$ cat config.mk
export PLATFORM = sky130hd
export DESIGN_NAME = flit_transmitter
export DESIGN_NICKNAME = d
export VERILOG_FILES = /design/src/rtl/flit_transmitter.sv
export SDC_FILE = /design/constraint.sdc
export NUM_CORES = 1
export LEC_CHECK = 0
export BUFFER_PORTS_ARGS = -buffer_cell sky130_fd_sc_hd__buf_2
export CAP_MARGIN = 20
export CORE_MARGIN = 4
export CORE_UTILIZATION = 50
export DETAILED_ROUTE_END_ITERATION = 16
export PLACE_DENSITY = 0.79
export RECOVER_POWER = 100
export SYNTH_ARGS = -nofsm -noshare
export SYNTH_HDL_FRONTEND = slang
export SYNTH_SLANG_ARGS = --single-unit
$ cat constraint.sdc
create_clock -name clk -period 4.5 [get_ports clk]
set_input_delay 0 -clock clk [delete_from_list [all_inputs] [get_ports clk]]
set_output_delay 0 -clock clk [all_outputs]
set_load 0.02 [all_outputs]
$ cat src/rtl/flit_transmitter.sv
// -----------------------------------------------------------------------------
// flit_transmitter
//
// Upstream end of a per-VC input-buffer link. Accepts a packet descriptor
// (length in flits) from a local source, allocates a free downstream virtual
// channel, then segments the payload stream into HEAD/BODY/TAIL (or HEADTAIL)
// flits on the router input link. Each downstream VC's on/off backpressure
// gates the payload handshake. A downstream VC becomes free again when the
// router pulses vc_allocatable_i after draining that VC's tail flit.
//
// Optional feature macro: FLIT_TRANSMITTER_RR_EN
//   defined   : round-robin VC allocation. The search starts one past the
//               last granted VC.
//   undefined : fixed priority. The lowest-index free VC wins, and no
//               pointer register exists.
//
// Ports
//   clk, rst          clock; synchronous active-high reset
//   pkt_valid_i/len   packet descriptor (length 1..MAX_FLITS)
//   pkt_ready_o       descriptor accepted (high in IDLE)
//   data_valid_i/data payload for the next flit
//   data_ready_o      payload consumed (SEND and the current VC is on)
//   on_off_i          per-VC downstream backpressure, 1 = may send
//   vc_allocatable_i  per-VC one-cycle "VC is free again" pulse
//   valid_flit_o      data_o carries a new flit this cycle
//   data_o            flit {flit_label, vc_id, data}
//   error_o           registered one-cycle protocol error flag
// -----------------------------------------------------------------------------

package noc_params;
  localparam int VC_NUM         = 2;
  localparam int VC_SIZE        = (VC_NUM > 1) ? $clog2(VC_NUM) : 1;
  localparam int FLIT_DATA_SIZE = 8;

  typedef enum logic [1:0] {
    HEAD     = 2'b00,
    BODY     = 2'b01,
    TAIL     = 2'b10,
    HEADTAIL = 2'b11
  } flit_label_t;

  typedef struct packed {
    flit_label_t               flit_label;
    logic [VC_SIZE-1:0]        vc_id;
    logic [FLIT_DATA_SIZE-1:0] data;
  } flit_t;
endpackage

module flit_transmitter
  import noc_params::*;
#(
  parameter  int MAX_FLITS = 8,
  localparam int LEN_W     = $clog2(MAX_FLITS + 1)
) (
  input  logic                      clk,
  input  logic                      rst,
  input  logic                      pkt_valid_i,
  input  logic [LEN_W-1:0]          pkt_len_i,
  output logic                      pkt_ready_o,
  input  logic                      data_valid_i,
  input  logic [FLIT_DATA_SIZE-1:0] data_i,
  output logic                      data_ready_o,
  input  logic [VC_NUM-1:0]         on_off_i,
  input  logic [VC_NUM-1:0]         vc_allocatable_i,
  output logic                      valid_flit_o,
  output flit_t                     data_o,
  output logic                      error_o
);

  localparam logic [LEN_W-1:0] MAX_LEN = LEN_W'(MAX_FLITS);

  // The fourth 2-bit code is deliberately left unused. It is caught by the
  // default branch, which recovers to IDLE and flags an error.
  typedef enum logic [1:0] {
    ST_IDLE  = 2'd0,
    ST_ALLOC = 2'd1,
    ST_SEND  = 2'd2
  } state_t;

  state_t             state_q;
  logic [LEN_W-1:0]   len_q;
  logic [LEN_W-1:0]   cnt_q;
  logic [VC_SIZE-1:0] cur_vc_q;
  logic [VC_NUM-1:0]  vc_free_q;
  logic [VC_NUM-1:0]  vc_free_d;
  logic               valid_flit_q;
  flit_t              flit_q;
  logic               error_q;
  logic               error_d;

`ifdef FLIT_TRANSMITTER_RR_EN
  logic [VC_SIZE-1:0] rr_ptr_q;
  int unsigned        rr_idx;
`endif

  logic               len_ok;
  logic               illegal_state;
  logic               handshake;
  logic               grant_valid;
  logic [VC_SIZE-1:0] grant_vc;
  logic [VC_NUM-1:0]  grant_onehot;
  flit_label_t        label;
  logic               last_flit;

  // ---------------------------------------------------------------------------
  // Handshake outputs and protocol checks
  // ---------------------------------------------------------------------------
  // NOTE: every always_comb output gets a default value first. Without one,
  // a path that skips an assignment would infer a latch.
  always_comb begin
    pkt_ready_o   = 1'b0;
    data_ready_o  = 1'b0;
    illegal_state = 1'b1;
    unique case (state_q)
      ST_IDLE: begin
        pkt_ready_o   = 1'b1;
        illegal_state = 1'b0;
      end
      ST_ALLOC: illegal_state = 1'b0;
      ST_SEND: begin
        // This is the only combinational path from an input to an output.
        data_ready_o  = on_off_i[cur_vc_q];
        illegal_state = 1'b0;
      end
      default: illegal_state = 1'b1;
    endcase
  end

  always_comb begin
    len_ok    = (pkt_len_i != '0) && (pkt_len_i <= MAX_LEN);
    handshake = data_valid_i & data_ready_o;
  end

  // ---------------------------------------------------------------------------
  // VC selection. It uses only registered vc_free_q, so a vc_allocatable_i
  // pulse becomes visible to the selection one cycle later.
  // ---------------------------------------------------------------------------
  always_comb begin
    grant_valid  = 1'b0;
    grant_vc     = '0;
    grant_onehot = '0;
`ifdef FLIT_TRANSMITTER_RR_EN
    rr_idx       = 0;
    for (int i = 0; i < VC_NUM; i++) begin
      rr_idx = (int'(rr_ptr_q) + 1 + i) % VC_NUM;
      if (!grant_valid && vc_free_q[VC_SIZE'(rr_idx)]) begin
        grant_valid = 1'b1;
        grant_vc    = VC_SIZE'(rr_idx);
      end
    end
`else
    // Scan from the top down, so the lowest free index is written last and wins.
    for (int i = VC_NUM - 1; i >= 0; i--) begin
      if (vc_free_q[VC_SIZE'(i)]) begin
        grant_valid = 1'b1;
        grant_vc    = VC_SIZE'(i);
      end
    end
`endif
    grant_onehot[grant_vc] = 1'b1;
  end

  // ---------------------------------------------------------------------------
  // Free-VC bookkeeping and error sources
  // ---------------------------------------------------------------------------
  always_comb begin
    vc_free_d = vc_free_q;
    if (state_q == ST_ALLOC && grant_valid) begin
      vc_free_d = vc_free_d & ~grant_onehot;
    end
    vc_free_d = vc_free_d | vc_allocatable_i;

    error_d = (|(vc_allocatable_i & vc_free_q))
            | (pkt_ready_o & pkt_valid_i & ~len_ok)
            | illegal_state;
  end

  // ---------------------------------------------------------------------------
  // Flit label, taken from the position of the flit within the packet
  // ---------------------------------------------------------------------------
  always_comb begin
    label = BODY;
    if (cnt_q == '0) begin
      label = (len_q == LEN_W'(1)) ? HEADTAIL : HEAD;
    end else if (cnt_q == len_q - LEN_W'(1)) begin
      label = TAIL;
    end
    last_flit = (label == TAIL) || (label == HEADTAIL);
  end

  // ---------------------------------------------------------------------------
  // FSM with registered outputs
  // ---------------------------------------------------------------------------
  // NOTE: sequential state uses non-blocking assignments only. Every register
  // then samples values from before the edge, and the order of the statements
  // does not matter. A later assignment to the same register overrides an
  // earlier default.
  always_ff @(posedge clk) begin
    if (rst) begin
      state_q      <= ST_IDLE;
      len_q        <= '0;
      cnt_q        <= '0;
      cur_vc_q     <= '0;
      vc_free_q    <= '1;
      valid_flit_q <= 1'b0;
      flit_q       <= '0;
      error_q      <= 1'b0;
`ifdef FLIT_TRANSMITTER_RR_EN
      rr_ptr_q     <= VC_SIZE'(VC_NUM - 1);
`endif
    end else begin
      vc_free_q    <= vc_free_d;
      error_q      <= error_d;
      valid_flit_q <= 1'b0;

      case (state_q)
        ST_IDLE: begin
          if (pkt_valid_i && len_ok) begin
            len_q   <= pkt_len_i;
            cnt_q   <= '0;
            state_q <= ST_ALLOC;
          end
        end
        ST_ALLOC: begin
          if (grant_valid) begin
            cur_vc_q <= grant_vc;
`ifdef FLIT_TRANSMITTER_RR_EN
            rr_ptr_q <= grant_vc;
`endif
            state_q  <= ST_SEND;
          end
        end
        ST_SEND: begin
          if (handshake) begin
            valid_flit_q <= 1'b1;
            flit_q       <= '{flit_label: label, vc_id: cur_vc_q, data: data_i};
            cnt_q        <= cnt_q + LEN_W'(1);
            if (last_flit) begin
              state_q <= ST_IDLE;
            end
          end
        end
        default: state_q <= ST_IDLE;
      endcase
    end
  end

  assign valid_flit_o = valid_flit_q;
  assign data_o       = flit_q;
  assign error_o      = error_q;

endmodule

==> results.md, run 1 <==
Worst setup path:
- Along the worst path, the maximum fanout reaches 5.
- The reg2reg setup slack is about 2.6 ns.
- STA puts the critical path data arrival time at about 2.1 ns.
- The critical path goes through inv_1, ha_1, xor2_1, nand2_1, nor4_1, o221a_2.
- The startpoint type of the worst setup path is a flop.
- The slowest stage of the critical path belongs to the cell sky130_fd_sc_hd__nor4_1.
- The endpoint required time on the critical path is roughly 4.8 ns.
- The capturing element type of the critical path is a flop.
- The worst register-to-register path begins at len_q[0].
- The logic depth of the worst register-to-register path is 6.
- The largest single stage delay on the critical path is about 0.5 ns.
- The type of the worst setup path is flop to flop.
- In this run the critical register-to-register path is captured at data_o[10].

Clock tree:
- Once the clock tree was built, the resizer swapped 0 gates to a different size.
- The clock latency of the later-clocked register in the worst-skew pair is slightly above 0.3 ns.
- The count of H-tree levels built during CTS is 1.
- The tree built by TritonCTS fans out to 24 sinks.
- Counting along the longest clock path gives a buffer depth of 2.
- TritonCTS built the clock tree.
- Buffers inserted during clock tree synthesis total 3.
- The root buffer cell chosen for the clock tree is sky130_fd_sc_hd__clkbuf_4.
- Clock-pin slew was measured on the worst setup and hold paths at around 0.13 ns.

Placed design:
- The half-perimeter wire length after detailed placement is ~1600 microns.
- Port buffering added 32 buffers.
- At the end of routability-driven placement, the weighted congestion stood at between 0.7 and 0.8.
- The count of placed standard cells including taps is 176.

Pwr:
- The total power divided by cell area is around 330 nW/um^2.
- The analysis attributes to cell leakage a power of between 0.5 and 0.6 nW.
- VDD sags by at most 0.0001994 V.

Outcome:
- The flow ran to the end, and the final reports show no timing, DRC or antenna violations.

STA:
- Setup repair after global routing left no endpoint under its margin.
- The worst path uses between 40% and 50% of the clock period.
- The transition time of the tightest slew-check pin is between 0.5 and 0.6 ns.
- The final hold violation count is 0.
- The minimum clock period is 1.859 ns.
- The final clock skew is roughly 0.0024 ns.
- The post-route worst hold slack is 0.007590 ns.
- The number of max-slew violations in the final report is 0.
- For this run, the top clock speed supported by timing is around 540 MHz.
- The number of endpoints failing setup at the final stage is 0.
- Adding up every negative setup slack in the final design gives 0 ns.
- The relative slew slack is about three fifths.

Layout:
- The count of inserted antenna diode cells is 0.
- The finished layout holds between 150 and 200 standard cells, fillers aside.
- In the final layout, the share of cells above drive strength 1 is about 14%.
- The growth of design area from synthesis to finish is 24.94%.
- After the last flow step, the layout net total stands at ~190.
- Cells fill between 60% and 70% of the core in the end.

Drt:
- Before antenna repair, the detailed router went through 4 iterations.
- In the final routed layout, each cell accounts on average for 12.67 microns.
- The residual DRC count is 0.
- The post-detailed-route count of antenna-violating nets is 0.
- After the first detailed-routing iteration, the DRC count stood at 18.
- The total detailed-routing wirelength is 2446 microns.
- The total number of vias is slightly below 1000.
- The via-per-instance ratio is 5.057.

Floorplanning:
- The cell row count is 16.
- The starting utilization of the core area is ~55%.
- The floorplan step set the die width to about 55 microns.
- The die extent in y is between 50 and 60 microns.
- The area of the placeable core is between 2000 and 2500 sq um.
- The floorplan die area is just over 3000 sq um.
- For this design the top-level I/O count stands at 35.

Global route:
- The pin count of the biggest net entering global routing is 26.
- The overflow left after global routing is 0.
- The wire length of the first global-routing pass is approximately 3900 microns.
- The initial antenna violation count came to 0.
- The total track usage is between 15 and 20%.
- The number of global-route vias before repair is approximately 900.

Synthesis:
- Counting flops and latches in the post-synthesis netlist gives 24.
- Summing the sequential cell areas from Yosys gives between 40% and 50% of the chip area.
- The summed instance area of the synthesized netlist is between 1000 and 1500 sq um.
- When the netlist entered floorplanning its net count stood at between 100 and 150.
- The count of warnings emitted by yosys is 0.
- Synthesis produced around 120 cells.
- The mean instance size in the synthesized netlist is roughly 8.9 sq um.
- The count of different cell masters after synthesis is 35.

Hold path:
- The hold-critical path depth is 4.
- The hold path endpoint is error_o.
- The start point of the worst min-delay path is pkt_valid_i.
- The min-delay analysis places its worst path in the category input pin to flop.

Run:
- Across the run, the number of max-cap violations was 0.
[metrics by stage]
stage / power, mW / cell area [sq um] / setup WS [ns]
CTS: 0.4674 / 1433 / 2.837
global placement: 0.3449 / 1266 / 2.906
floorplan: 0.3199 / 1104 / 2.994
detailed placement: 0.3491 / 1266 / 2.856
finish: 0.4552 / 1379 / 2.641
global route: 0.4809 / 1379 / 2.552
[sequential cells by signal, summed over array words and instances, names as in the netlist]
name	flops
cnt_q	4
state_q	2
valid_flit_o	1
len_q	4
data_o	10
vc_free_q	2
error_o	1
[critical path: cells and delay by family, from the launching register on]
family | cells | cell delay (ns)
AND/OR/NAND/NOR | 2 | 0.57
flip-flops | 1 | 0.44
adder cells (fa/ha/maj) | 1 | 0.30
AO/OA/AOI/OAI | 1 | 0.29
XOR/XNOR | 1 | 0.14
buffers and inverters | 1 | 0.07
[worst max-delay path by stage]
stage	slack, ns	endpoint	start	cells past startpoint
4_1_cts	2.84	state_q[1]	len_q[0]	6
5_1_grt	2.55	state_q[1]	len_q[0]	6
3_3_place_gp	2.91	state_q[1]	len_q[0]	6
2_1_floorplan	2.99	state_q[1]	len_q[0]	6
3_5_place_dp	2.86	state_q[1]	len_q[0]	6
6_report	2.64	data_o[10]	len_q[0]	6
[Yosys cell counts]
library cell	number	area share (%)
sky130_fd_sc_hd__o41ai_1	1	0.79
sky130_fd_sc_hd__inv_1	5	1.7
sky130_fd_sc_hd__or3_1	1	0.57
sky130_fd_sc_hd__nor3_2	1	0.91
sky130_fd_sc_hd__a211o_1	1	0.79
sky130_fd_sc_hd__nand3_1	2	0.91
sky130_fd_sc_hd__a222oi_1	1	0.91
sky130_fd_sc_hd__clkbuf_1	5	1.7
sky130_fd_sc_hd__nand2_1	24	8.2
sky130_fd_sc_hd__ha_1	4	4.5
sky130_fd_sc_hd__nor2b_1	1	0.57
sky130_fd_sc_hd__nor3_1	2	0.91
sky130_fd_sc_hd__o221a_2	1	1.0
sky130_fd_sc_hd__buf_2	1	0.45
sky130_fd_sc_hd__o31ai_1	1	0.68
sky130_fd_sc_hd__and3b_1	1	0.79
sky130_fd_sc_hd__nand4_1	1	0.57
sky130_fd_sc_hd__conb_1	1	0.34
sky130_fd_sc_hd__nor4_4	1	1.9
sky130_fd_sc_hd__buf_4	1	0.68
sky130_fd_sc_hd__nand4_4	1	1.9
sky130_fd_sc_hd__mux2i_1	4	3.6
sky130_fd_sc_hd__inv_2	1	0.34
sky130_fd_sc_hd__or4_4	1	1.0
sky130_fd_sc_hd__and4b_1	1	0.91
sky130_fd_sc_hd__nor3b_1	3	2.0
sky130_fd_sc_hd__nor2_1	10	3.4
sky130_fd_sc_hd__nand4b_1	1	0.79
sky130_fd_sc_hd__o221ai_1	1	0.79
sky130_fd_sc_hd__xor2_1	4	3.2
sky130_fd_sc_hd__nand2b_1	1	0.57
sky130_fd_sc_hd__dfxtp_1	24	44
sky130_fd_sc_hd__a21oi_1	11	5.0
sky130_fd_sc_hd__xnor2_1	4	3.2
sky130_fd_sc_hd__a21o_2	1	0.79
[per-layer routing]
layer | global-route usage, % | up-vias | wire [microns]
li1 | - | 501 | -
met1 | 20.33 | 464 | 1038
met2 | 33.27 | 9 | 1325
met3 | 2.413 | 2 | 72
met4 | 7.692 | 0 | 10
met5 | 0 | - | 0
[power by group]
| group | total [mW] | switching, mW | internal, mW | leakage [nW] |
|---|---|---|---|---|
| logic | 0.105 | 0.0596 | 0.0458 | 0.344 |
| clock network | 0.111 | 0.0613 | 0.0494 | 0.0210 |
| registers | 0.239 | 0.0130 | 0.226 | 0.195 |
| total | 0.455 | 0.134 | 0.321 | 0.559 |
[cell type report]
cell class / instances / area [sq um]
sequential: 24 / 480.5
tap: 27 / 33.78
clock buffer: 4 / 36.28
multi-input combinational: 87 / 535.5
inverter: 6 / 22.52
timing repair buffer: 45 / 270.3
fill: 181 / 643.1
[what timing repair did]
action	in CTS	in global routing
hold endpoints to repair	14	0
setup buffers	0	0
hold buffers	13	0
[kinds of logic (layout without fill, tap and decap cells)]
kind of cell	after synthesis	in the layout	synth area share [%]
DFF	24	24	43.54
and+or+nand+nor	52	52	25.97
AOI/OAI and AO/OA	18	18	10.77
adders and majority gates	4	4	4.535
muxes	4	4	3.628
xor gates and xnor gates	8	8	6.349
other	1	1	0.3398
buffers and inverters	13	55	4.875
[placed cells by master (no fill, tap or decap), types with 2 or more instances in the layout]
| cell type | Yosys | layout |
|---|---|---|
| sky130_fd_sc_hd__nor3_1 | 2 | 2 |
| sky130_fd_sc_hd__clkbuf_1 | 5 | 16 |
| sky130_fd_sc_hd__nor3b_1 | 3 | 3 |
| sky130_fd_sc_hd__xor2_1 | 4 | 4 |
| sky130_fd_sc_hd__nor2_1 | 10 | 10 |
| sky130_fd_sc_hd__nand3_1 | 2 | 2 |
| sky130_fd_sc_hd__dlygate4sd3_1 | 0 | 13 |
| sky130_fd_sc_hd__clkbuf_4 | 0 | 3 |
| sky130_fd_sc_hd__a21oi_1 | 11 | 11 |
| sky130_fd_sc_hd__nand4_1 | 1 | 2 |
| sky130_fd_sc_hd__dfxtp_1 | 24 | 24 |
| sky130_fd_sc_hd__mux2i_1 | 4 | 4 |
| sky130_fd_sc_hd__nand2_1 | 24 | 24 |
| sky130_fd_sc_hd__xnor2_1 | 4 | 4 |
| sky130_fd_sc_hd__inv_1 | 5 | 5 |
| sky130_fd_sc_hd__buf_2 | 1 | 16 |
| sky130_fd_sc_hd__ha_1 | 4 | 4 |
(Power assumes the default switching activity.)
==> inputs of run 2 (changes only) <==
--- a/config.mk
+++ b/config.mk
@@ -5,12 +5,13 @@
 export SDC_FILE = /design/constraint.sdc
 export NUM_CORES = 1
 export LEC_CHECK = 0
+export ABC_AREA = 1
 export BUFFER_PORTS_ARGS = -buffer_cell sky130_fd_sc_hd__buf_2
 export CAP_MARGIN = 20
 export CORE_MARGIN = 4
-export CORE_UTILIZATION = 50
+export CORE_UTILIZATION = 44
 export DETAILED_ROUTE_END_ITERATION = 16
-export PLACE_DENSITY = 0.79
+export PLACE_DENSITY = 0.73
 export RECOVER_POWER = 100
 export SYNTH_ARGS = -nofsm -noshare
 export SYNTH_HDL_FRONTEND = slang
==> constraint.sdc (replaced) <==
create_clock -name clk -period 1.54 [get_ports clk]
set_input_delay 0 -clock clk [delete_from_list [all_inputs] [get_ports clk]]
set_output_delay 0 -clock clk [all_outputs]
set_load 0.02 [all_outputs]
==> run 2 against run 1 <==
- the flow now finishes with violations (hold timing)
- total power grew to 2.9 times the previous value
- setup slack worse by 2.5 ns
- clock power grew to 4.2 times the previous value
- critical endpoint is now state_q[1]
==> results.md, run 2 <==
Floorplanning:
- The die extent in y is 58.39 microns (was 54.98 microns).
- The width of the die came to 58.39 microns (was 54.98 microns).
- The starting utilization of the core area is 48.19% (was 54.58%).
- The area of the placeable core is 2318 sq um (was 2022 sq um).
- The cell row count came to 17 (was 16).
- The number of top-level pins came to 35 (unchanged).
- The floorplan die area is 3409 sq um (was 3023 sq um).

STA:
- RSZ-0062 raised after global routing: false (unchanged).
- The final sum of negative setup slack is 0 ns (unchanged).
- The number of max-slew violations in the final report came to 0 (unchanged).
- The final hold violation count is 1 (was 0).
- The maximum clock frequency came to 692.3 MHz (was 537.9 MHz).
- The post-route worst hold slack is -0.0005798 ns (was 0.007590 ns).
- The final clock skew is 0.005605 ns (was 0.002374 ns).
- The portion of the clock cycle consumed by the worst path in the final layout is 93.80% (was 41.31%).
- The number of endpoints failing setup at the final stage came to 0 (unchanged).
- The minimum clock period is 1.444 ns (was 1.859 ns).
- The minimum setup slack in the final design is 0.09555 ns (was 2.641 ns).

Layout:
- The final non-filler cell total is 236 (was 193).
- Highest-count cells in the layout ignoring fill and taps: 53 x sky130_fd_sc_hd__nand2_1, 23 x sky130_fd_sc_hd__dfxtp_1, 18 x sky130_fd_sc_hd__inv_1, 18 x sky130_fd_sc_hd__buf_2, 17 x sky130_fd_sc_hd__a21oi_1 (was 24 x sky130_fd_sc_hd__nand2_1, 24 x sky130_fd_sc_hd__dfxtp_1, 16 x sky130_fd_sc_hd__buf_2, 16 x sky130_fd_sc_hd__clkbuf_1, 13 x sky130_fd_sc_hd__dlygate4sd3_1).
- The number of nets in the layout was 233 (was 191).
- The count of inserted antenna diode cells is 0 (unchanged).
- The post-route cell area came to 1491 sq um (was 1379 sq um).
- The commonest non-fill, non-tap cell in the layout is sky130_fd_sc_hd__nand2_1.
- The fraction of layout instances using a drive strength above 1 came to 15.87% (was 13.86%).
- The flip-flop count of the largest register after layout is 10 (unchanged).
- The growth of design area from synthesis to finish is 33.48% (was 24.94%).
- The number of fill cells in the layout came to 219 (was 181).

Global route:
- The initial antenna violation count was 0 (unchanged).
- The pin count of the biggest net entering global routing is 17 (was 26).
- The total track usage is 16.45% (was 17.97%).
- The overflow left after global routing is 0 (unchanged).
- The number of global-route vias before repair is 1085 (was 912).
- The wire length of the first global-routing pass was 4519 microns (was 3877 microns).

Placed design:
- The instance area after placement is 1305 sq um (was 1266 sq um).
- The placer's final routability congestion estimate is 0.8735 (was 0.7280).
- The count of placed standard cells including taps is 217 (was 176).
- The worst slack at placement is 0.03761 ns (was 2.856 ns).
- The count of input and output buffers is 32 (unchanged).
- The half-perimeter wire length after detailed placement is 1925 microns (was 1634 microns).

Clock tree:
- The TritonCTS clock tree is yes (unchanged).
- The TritonCTS buffer count is 3 (unchanged).
- The post-CTS setup-driven buffer insertion count is 0 (unchanged).
- The count of H-tree levels built during CTS was 1 (unchanged).
- The clock-pin slew reported for the worst setup and hold paths after clock tree synthesis is 0.14 ns (was 0.13 ns).
- The buffer levels on the longest clock path is 2 (unchanged).
- The clock tree root driver cell is sky130_fd_sc_hd__clkbuf_4 (unchanged).
- The number of sinks handled by clock tree synthesis is 24 (unchanged).
- The clock latency of the later-clocked register in the worst-skew pair is 0.32 ns (was 0.31 ns).

Synthesis:
- Most area-consuming cells after synthesis: sky130_fd_sc_hd__dfxtp_1 43%, sky130_fd_sc_hd__nand2_1 18%, sky130_fd_sc_hd__a21oi_1 7.6%, sky130_fd_sc_hd__inv_1 5.7%, sky130_fd_sc_hd__nand3_1 4.9% (was sky130_fd_sc_hd__dfxtp_1 44%, sky130_fd_sc_hd__nand2_1 8.2%, sky130_fd_sc_hd__a21oi_1 5.0%, sky130_fd_sc_hd__ha_1 4.5%, sky130_fd_sc_hd__mux2i_1 3.6%).
- The flip-flop and latch count after synthesis was 24 (unchanged).
- The proportion of netlist area held by the largest area contributor was 43.00% (was 43.54%).
- Ranking of synthesized cells by instance count: 53 x sky130_fd_sc_hd__nand2_1, 24 x sky130_fd_sc_hd__dfxtp_1, 17 x sky130_fd_sc_hd__a21oi_1, 17 x sky130_fd_sc_hd__inv_1, 11 x sky130_fd_sc_hd__nand3_1 (was 24 x sky130_fd_sc_hd__dfxtp_1, 24 x sky130_fd_sc_hd__nand2_1, 11 x sky130_fd_sc_hd__a21oi_1, 10 x sky130_fd_sc_hd__nor2_1).
- The count of warnings emitted by yosys came to 0 (unchanged).
- The count of different cell masters after synthesis is 25 (was 35).
- The number of flops mapped to enable cells by yosys was 0 (unchanged).
- The summed instance area of the synthesized netlist is 1117 sq um (was 1104 sq um).
- The leading register cell type out of synthesis is sky130_fd_sc_hd__dfxtp_1 (unchanged).
- The post-synthesis net count is 182 (was 148).
- The mean instance size in the synthesized netlist is 7.072 sq um (was 8.900 sq um).
- The post-synthesis cell type with the largest combined area is sky130_fd_sc_hd__dfxtp_1 (unchanged).
- The synthesized instance count is 158 (was 124).
- The register area share after synthesis is 43.00% (was 43.54%).
- By instance count, the leading cell after synthesis is sky130_fd_sc_hd__nand2_1.
- The async set-reset flop share out of synthesis is 0% (unchanged).

Worst setup path:
- The critical path's largest stage delay was 0.39 ns (was 0.50 ns).
- The top fanout value on the critical path is 4 (was 5).
- The slowest library cell on the worst path is sky130_fd_sc_hd__dfxtp_2 (was sky130_fd_sc_hd__nor4_1).
- Crit-path cells: inv_1, ha_2, nand2_1, nand2_1, nand2_1, nor2_1, nand2_1, nand2_1, nand2_1, nand2_1, a21oi_1 (was inv_1, ha_1, xor2_1, nand2_1, nor4_1, o221a_2).
- The data arrival at the endpoint of the critical path is 1.67 ns (was 2.12 ns).
- The startpoint type of the worst setup path is a flop (unchanged).
- The endpoint required time on the critical path is 1.76 ns (was 4.76 ns).
- The type of the worst setup path is flop to flop (unchanged).
- The most frequent cell on the critical path is sky130_fd_sc_hd__nand2_1.
- The logic depth of the worst register-to-register path is 11 (was 6).
- The capturing element type of the critical path is a flop (unchanged).

Pwr:
- The peak supply drop is 0.0005903 V (was 0.0001994 V).
- The final total power was 1.303 mW (was 0.4552 mW).
- The total power divided by cell area is 873.3 nW/um^2 (was 330.1 nW/um^2).
- The leakage component of the power came to 0.6687 nW (was 0.5595 nW).

Drt:
- The violation count after the first detailed-route iteration is 21 (was 18).
- The count of TritonRoute iterations in the first routing pass was 5 (was 4).
- The average wire per cell in the routed design is 11.11 microns (was 12.67 microns).
- The total number of vias is 1106 (was 976).
- The residual DRC count was 0 (unchanged).
- The via-per-instance ratio is 4.686 (was 5.057).
- The total detailed-routing wirelength came to 2622 microns (was 2446 microns).
- The post-detailed-route count of antenna-violating nets came to 0 (unchanged).

Hold path:
- The class of the tightest hold or removal check is input pin to flop (unchanged).
- The hold-critical path depth is 2 (was 4).

Outcome:
- The final reports fail on hold timing.
- Outcome: complete, but fails checks (was complete, no violations).

Run:
- The count of maximum capacitance violations is 0 (unchanged).
## run 2: cell count changes in the layout (fill, tap and decap cells not counted), sizes merged, moves of 3 or more
cell and delta:
xor2 -3, mux2i -4, o22ai +3, a21oi +7, buf +4, nand3 +9
nand2 +31, clkbuf -3, inv +14, xnor2 -4
## run 2: stage by stage
stage	hold WS, ns	util, %
2_1_floorplan	0.06907	-
3_3_place_gp	0.1949	56.29
3_5_place_dp	0.2150	56.29
4_1_cts	0.002164	65.03
5_1_grt	0.02036	64.33
6_report	-0.0005798	64.33
## run 2: worst max-delay path, delay by kind of cell (launching register included)
kind | cells | cell delay [ns]
AOI/OAI and AO/OA | 1 | 0.05
adders and majority gates | 1 | 0.31
buffers and inverters | 1 | 0.06
DFF | 1 | 0.39
and+or+nand+nor | 8 | 0.54
## run 2: power by group
part	leakage, nW	switching, mW	internal, mW
clock network	0.0279	0.200	0.263
registers	0.195	0.0115	0.637
logic	0.446	0.103	0.0872
total	0.669	0.315	0.988
## run 2: area by class of cell
cell class | count | area, sq um | share of cell area (%)
sequential | 24 | 481.7 | 32.30
timing repair buffer | 49 | 307.8 | 20.64
clock inverter | 1 | 30.03 | 2.013
clock buffer | 3 | 22.52 | 1.510
inverter | 20 | 76.32 | 5.117
tap | 28 | 35.03 | 2.349
multi-input combinational | 111 | 538.0 | 36.07
## run 2: routing by layer
metal | vias to the layer above | routed length [microns] | part of all wire, % | GRT usage [%]
li1 | 594 | - | - | -
met1 | 484 | 1150 | 44 | 20.35
met2 | 26 | 1335 | 51 | 29.19
met3 | 2 | 116 | 4.4 | 2.412
met4 | 0 | 19 | 0.72 | 4.967
met5 | - | 0 | 0 | 0
## run 2: worst paths after layout
check                                  start            to  slack [ns]
worst max-delay path                len_q[0]    state_q[1]         0.1
worst min-delay path                     rst    data_o[10]     -0.0006
worst max register to register      len_q[0]    state_q[1]         0.1
worst min register to register  vc_free_q[1]  vc_free_q[1]        0.47
## run 2: cell families after synthesis
group / count (synthesis) / synth area share, %
other: 1 / 0.3356
XOR/XNOR: 1 / 0.7840
AO/OA/AOI/OAI: 24 / 11.53
flip-flops: 24 / 43.00
buffers and inverters: 23 / 8.846
adder cells (fa/ha/maj): 4 / 4.479
AND/OR/NAND/NOR: 81 / 31.02
## run 2: what timing repair did
action | 4_1_cts | 5_1_grt
resized for setup | 0 | 2
endpoints found under the hold margin | 15 | 0
setup endpoints to repair | 0 | 2
hold buffers | 15 | 0
